===== src/rtl/pc_pkg.sv =====
// pc_pkg: types and defaults shared by the program-counter stage and the control unit.
//   PC_WIDTH      - default instruction-address width
//   PC_RESET_ADDR - default PC value after reset
//   pc_cmd_e      - resolved PC command, one per enabled cycle
//   pc_decode     - priority decode ret > call > jmp > increment, gated by en
package pc_pkg;

  localparam int unsigned PC_WIDTH      = 9;
  localparam int unsigned PC_RESET_ADDR = 0;

  typedef enum logic [2:0] {
    PC_HOLD = 3'd0,
    PC_INC  = 3'd1,
    PC_JMP  = 3'd2,
    PC_CALL = 3'd3,
    PC_RET  = 3'd4
  } pc_cmd_e;

  // Lower-priority strobes asserted in the same cycle are simply dropped.
  function automatic pc_cmd_e pc_decode(input logic en, input logic jmp,
                                        input logic call, input logic ret);
    pc_cmd_e cmd;
    cmd = PC_HOLD;
    if (en) begin
      if (ret)       cmd = PC_RET;
      else if (call) cmd = PC_CALL;
      else if (jmp)  cmd = PC_JMP;
      else           cmd = PC_INC;
    end
    return cmd;
  endfunction

endpackage


===== src/rtl/pc_unit_ret_stack.sv =====
// ret_stack: DEPTH x WIDTH LIFO holding subroutine return addresses.
//   clk, rst       - clock, async active-high reset (clears the count only)
//   i_push, i_din  - push i_din when not full
//   i_pop          - pop top entry when not empty (push wins if both are set)
//   o_top          - current top entry, valid while not empty
//   o_full/o_empty - status derived from the registered count
//   o_count        - number of valid entries
module ret_stack #(
  parameter int unsigned WIDTH = 9,
  parameter int unsigned DEPTH = 4
) (
  input  logic                         clk,
  input  logic                         rst,
  input  logic                         i_push,
  input  logic                         i_pop,
  input  logic [WIDTH-1:0]             i_din,
  output logic [WIDTH-1:0]             o_top,
  output logic                         o_full,
  output logic                         o_empty,
  output logic [$clog2(DEPTH+1)-1:0]   o_count
);

  localparam int unsigned CW = $clog2(DEPTH+1);
  localparam int unsigned AW = $clog2(DEPTH);

  logic [WIDTH-1:0] r_mem [DEPTH];
  logic [CW-1:0]    r_count;
  logic [AW-1:0]    w_wr_idx;
  logic [AW-1:0]    w_top_idx;
  logic             w_do_push;
  logic             w_do_pop;

  assign o_full    = (r_count == CW'(DEPTH));
  assign o_empty   = (r_count == '0);
  assign w_do_push = i_push && !o_full;
  assign w_do_pop  = i_pop && !o_empty && !i_push;
  // Count is below DEPTH whenever a push happens, so truncation is exact.
  assign w_wr_idx  = AW'(r_count);
  assign w_top_idx = AW'(r_count - CW'(1));
  assign o_top     = r_mem[w_top_idx];
  assign o_count   = r_count;

  // Entry count; contents are never cleared.
  always_ff @(posedge clk or posedge rst) begin
    if (rst) begin
      r_count <= '0;
    end else if (w_do_push) begin
      r_count <= r_count + CW'(1);
    end else if (w_do_pop) begin
      r_count <= r_count - CW'(1);
    end
  end

  // Storage, no reset needed.
  always_ff @(posedge clk) begin
    if (w_do_push) begin
      r_mem[w_wr_idx] <= i_din;
    end
  end

endmodule


===== src/rtl/pc_unit.sv =====
// pc_unit: program-counter stage; registered instruction address for the
// address multiplexor's sequential input, with optional return-address stack.
//   clk, rst   - clock, async active-high reset
//   en         - advance strobe (0 = full stall)
//   jmp/call/ret, jmpAddr - control-unit commands, priority ret > call > jmp > inc
//   pcOUT      - current PC (registered)
//   spDepth    - valid return-stack entries
//   stackErr   - sticky overflow/underflow flag, cleared only by rst
// Macro PC_RET_STACK_EN: when defined, the return stack is built; otherwise call
// acts as jmp, ret holds, and spDepth/stackErr are tied to 0.
module pc_unit
  import pc_pkg::*;
#(
  parameter int unsigned WIDTH      = PC_WIDTH,
  parameter int unsigned DEPTH      = 4,
  parameter int unsigned RESET_ADDR = PC_RESET_ADDR
) (
  input  logic                        clk,
  input  logic                        rst,
  input  logic                        en,
  input  logic                        jmp,
  input  logic                        call,
  input  logic                        ret,
  input  logic [WIDTH-1:0]            jmpAddr,
  output logic [WIDTH-1:0]            pcOUT,
  output logic [$clog2(DEPTH+1)-1:0]  spDepth,
  output logic                        stackErr
);

  localparam int unsigned SPW = $clog2(DEPTH+1);

  pc_cmd_e          w_cmd;
  logic [WIDTH-1:0] r_pc;
  logic [WIDTH-1:0] w_pc_inc;
  logic [WIDTH-1:0] w_pc_next;

  assign w_cmd    = pc_decode(en, jmp, call, ret);
  assign w_pc_inc = r_pc + WIDTH'(1);
  assign pcOUT    = r_pc;

`ifdef PC_RET_STACK_EN
  logic             w_push;
  logic             w_pop;
  logic             w_full;
  logic             w_empty;
  logic [WIDTH-1:0] w_top;
  logic [SPW-1:0]   w_count;
  logic             w_err_set;
  logic             r_stack_err;

  assign w_push    = (w_cmd == PC_CALL) && !w_full;
  assign w_pop     = (w_cmd == PC_RET) && !w_empty;
  assign w_err_set = ((w_cmd == PC_CALL) && w_full) ||
                     ((w_cmd == PC_RET) && w_empty);

  ret_stack #(
    .WIDTH (WIDTH),
    .DEPTH (DEPTH)
  ) u_ret_stack (
    .clk     (clk),
    .rst     (rst),
    .i_push  (w_push),
    .i_pop   (w_pop),
    .i_din   (w_pc_inc),
    .o_top   (w_top),
    .o_full  (w_full),
    .o_empty (w_empty),
    .o_count (w_count)
  );

  // Next-PC mux; an underflowing ret holds the PC rather than incrementing.
  always_comb begin
    w_pc_next = r_pc;
    case (w_cmd)
      PC_INC:  w_pc_next = w_pc_inc;
      PC_JMP:  w_pc_next = jmpAddr;
      PC_CALL: w_pc_next = jmpAddr;
      PC_RET:  if (!w_empty) w_pc_next = w_top;
      default: w_pc_next = r_pc;
    endcase
  end

  // Sticky stack error.
  always_ff @(posedge clk or posedge rst) begin
    if (rst) begin
      r_stack_err <= 1'b0;
    end else if (w_err_set) begin
      r_stack_err <= 1'b1;
    end
  end

  assign spDepth  = w_count;
  assign stackErr = r_stack_err;
`else
  // Without the stack, call is a plain jump and ret is a hold.
  always_comb begin
    w_pc_next = r_pc;
    case (w_cmd)
      PC_INC:  w_pc_next = w_pc_inc;
      PC_JMP:  w_pc_next = jmpAddr;
      PC_CALL: w_pc_next = jmpAddr;
      default: w_pc_next = r_pc;
    endcase
  end

  assign spDepth  = SPW'(0);
  assign stackErr = 1'b0;
`endif

  // PC register.
  always_ff @(posedge clk or posedge rst) begin
    if (rst) begin
      r_pc <= WIDTH'(RESET_ADDR);
    end else begin
      r_pc <= w_pc_next;
    end
  end

endmodule

===== config.mk =====
export PLATFORM = sky130hd
export DESIGN_NAME = pc_unit
export DESIGN_NICKNAME = d
export VERILOG_FILES = /design/src/rtl/pc_pkg.sv /design/src/rtl/pc_unit_ret_stack.sv /design/src/rtl/pc_unit.sv
export SDC_FILE = /design/constraint.sdc
export NUM_CORES = 1
export LEC_CHECK = 0
export CAP_MARGIN = 25
export CORE_MARGIN = 4
export CORE_UTILIZATION = 39
export DETAILED_ROUTE_END_ITERATION = 8
export GPL_ROUTABILITY_DRIVEN = 0
export HOLD_SLACK_MARGIN = 0.06
export PLACE_DENSITY = 0.77
export SYNTH_ARGS = -nofsm -noshare
export SYNTH_HDL_FRONTEND = slang
export SYNTH_SLANG_ARGS = --single-unit

===== constraint.sdc =====
create_clock -name clk -period 1.65 [get_ports clk]
set_input_delay 0.495 -clock clk [delete_from_list [all_inputs] [get_ports clk]]
set_output_delay 0.495 -clock clk [all_outputs]
set_load 0.1 [all_outputs]

==> flow_summary.toml <==
[clocking]
clock_latency_ns = 0.26
cts_hold_buf = 0
cts.reportedPaths.clkPinSlew_ns = 0.07
postCtsSetupBuffers = 0
htree_levels = 1
cts_max_path_buffers = 2
cts-buffers-inserted = 3
clkSinkCount = 9
cts_tree = "built"
cts_root_buffer = "clkbuf_4"
cts_resized = 0

[grt]
grt_pass1_vias = 615
grt_pass1_wl_um = 2460
grt_max_degree = 21
overflow = 0
antenna_found_initial = 0
grt.total_usage_pct = 15.7

[pwr]
leakage_nw = 0.401
sw_frac_of_total_pct = 48.3
pwr-share-comb_pct = 54.7
p_clk_share_pct = 15.0
p_per_area_nw_per_um2 = 1150
total_power_mw = 1.13
power_frac_seq_pct = 30.2
switchingPower_uw = 544
p_int_uw = 583
peakVddDrop_v = 0.000655

[detailed_routing]
dr.pass1.iters = 1
antenna_left = 0
drc = 0
wl_per_cell_um = 13.2
first_iter_violations = 0
wl_um = 1480
dr_total_vias = 602
via_per_inst = 5.38

[die]
core_area_um2 = 1350
die_width_um = 46.6
die_area_um2 = 2170
die_h_um = 46.6
rows = 13
io_pins = 28
initial_core_util_pct = 43.1

[yosys]
avgSynthCellArea_um2 = 8.43
yosysTopAreaCellShare_pct = 38.7
synth_top_area_cell = "dfrtp_1"
synthTopCellsByCount = "12 x a21oi_1, 9 x dfrtp_1, 7 x nand2_1, 6 x nor2_1"
synthArstFlopShare_pct = 100
synth.most_common_cell = "a21oi_1"
synth-seq-cells = 9
netlist_instances = 69
yosysUniqueCellTypes = 27
synth_edf_count = 0
synth_ff_type = "dfrtp_1"
synthTopCellsByArea = "dfrtp_1 39%, a21oi_1 10%, buf_4 5.2%"
syn_area_um2 = 582
yosysWarnings = 0
yosysSeqAreaShare_pct = 38.7

[worst_setup_path]
crit_fanout = 20
r2r_cells = 5
critical_path_class = "primary input to register"
cp-start-kind = "primary input"
critical_path_required_ns = 1.82
endpoint_kind = "register"
arrival_ns = 1.69

[timing]
hold_viol_final = 0
fin_ws_ns = 0.136
finalSetupViolCount = 0
report.final.slew_viol_count = 0
clock-skew-final_ns = 0.00714
rsz0062_at_grt = "no"
fmax_mhz = 660
post-route-min-period_ns = 1.51
min_period_over_period_pct = 91.8

[cells_and_area]
diodes = 0
finalNetCount = 114
syn_to_final_growth_pct = 68.2
layout-drive-gt1-share_pct = 25.8
largest_reg_flops = 9
fillCellCount = 100

[place]
pre_cts_ws_ns = -0.127
port_buffers = 23
place_hpwl_um = 1180

[min_path]
hold_path_class = "primary input to asynchronous set/reset pin"

[job]
drv_cap = 0

[run_status]
outcome = "completed"
power groups by stage:
stage / logic, mW / registers [mW] / clock network, mW
finish: 0.617 / 0.341 / 0.169
global route: 0.642 / 0.350 / 0.190
CTS: 0.620 / 0.341 / 0.176
detailed placement: 0.619 / 0.344 / 0
global placement: 0.616 / 0.343 / 0
floorplan: 0.139 / 0.579 / 0
placed cells by master (no fill, tap or decap), types with 2 or more instances in the layout:
cell type,count
nand2_1,7
nor2_1,6
a2bb2oi_1,2
conb_1,4
o21ai_0,3
buf_4,5
dfrtp_1,4
dfrtp_4,2
a21oi_1,12
nand4_1,2
buf_12,10
clkdlybuf4s50_1,14
dfrtp_2,3
clkbuf_4,3
o22ai_1,4
routing by layer:
metal / GRT usage [%] / vias to the layer above / wire length [µm]
met1: 18.9 / 284 / 643
met4: 4.97 / 0 / 0
met3: 4.30 / 0 / 83
met5: 0 / - / 0
li1: - / 302 / -
met2: 26.9 / 16 / 753
path summary, 6_finish.rpt:
kind | start | end | slack [ns]
max | jmp | pcOUT[7]$_DFFE_PP0P_ | 0.14
min | rst | pcOUT[1]$_DFFE_PP0P_ | 0.50
max reg2reg | pcOUT[0]$_DFFE_PP0P_ | pcOUT[8]$_DFFE_PP0P_ | 0.21
max in group asynchronous | rst | pcOUT[0]$_DFFE_PP0P_ | 0.85
min reg2reg | pcOUT[1]$_DFFE_PP0P_ | pcOUT[1]$_DFFE_PP0P_ | 0.60
min in group clk | pcOUT[1]$_DFFE_PP0P_ | pcOUT[1]$_DFFE_PP0P_ | 0.60
final cells by class:
cell class	instances	area [µm²]	share of cell area (%)
Multi-Input combinational cell	54	315	32.2
Timing Repair Buffer	29	378	38.6
Sequential cell	9	236	24.2
Inverter	1	3.75	0.384
Tap cell	15	18.8	1.92
Clock buffer	4	26.3	2.69
through the flow:
stage	instances	instance area (µm²)	hold WS [ns]	TNS, ns	utilization (%)
final	112	978	0.502	0	72.5
after global routing	112	978	0.526	0	72.5
after CTS	112	978	0.511	0	72.5
after detailed placement	108	952	0.593	-0.653	70.5
after global placement	108	952	0.569	-0.362	70.5
after floorplan	72	604	0.323	0	-
worst max-delay path, cell delays in order:
cell and delay, ns:
clkdlybuf4s50_1 0.42, nor2_1 0.21, buf_12 0.18, nor2_1 0.05, a41o_1 0.19, a21oi_1 0.15
cells by family after synthesis:
family          Yosys count  share of synthesized area [%]
buf+inv                   9                           9.03
other cells               1                          0.645
flops                     9                           38.7
compound gates           25                           26.7
mux                       1                           1.72
fa+ha+maj                 1                           2.15
simple gates             23                           21.1
No activity file was read; power rests on OpenSTA's default activity.
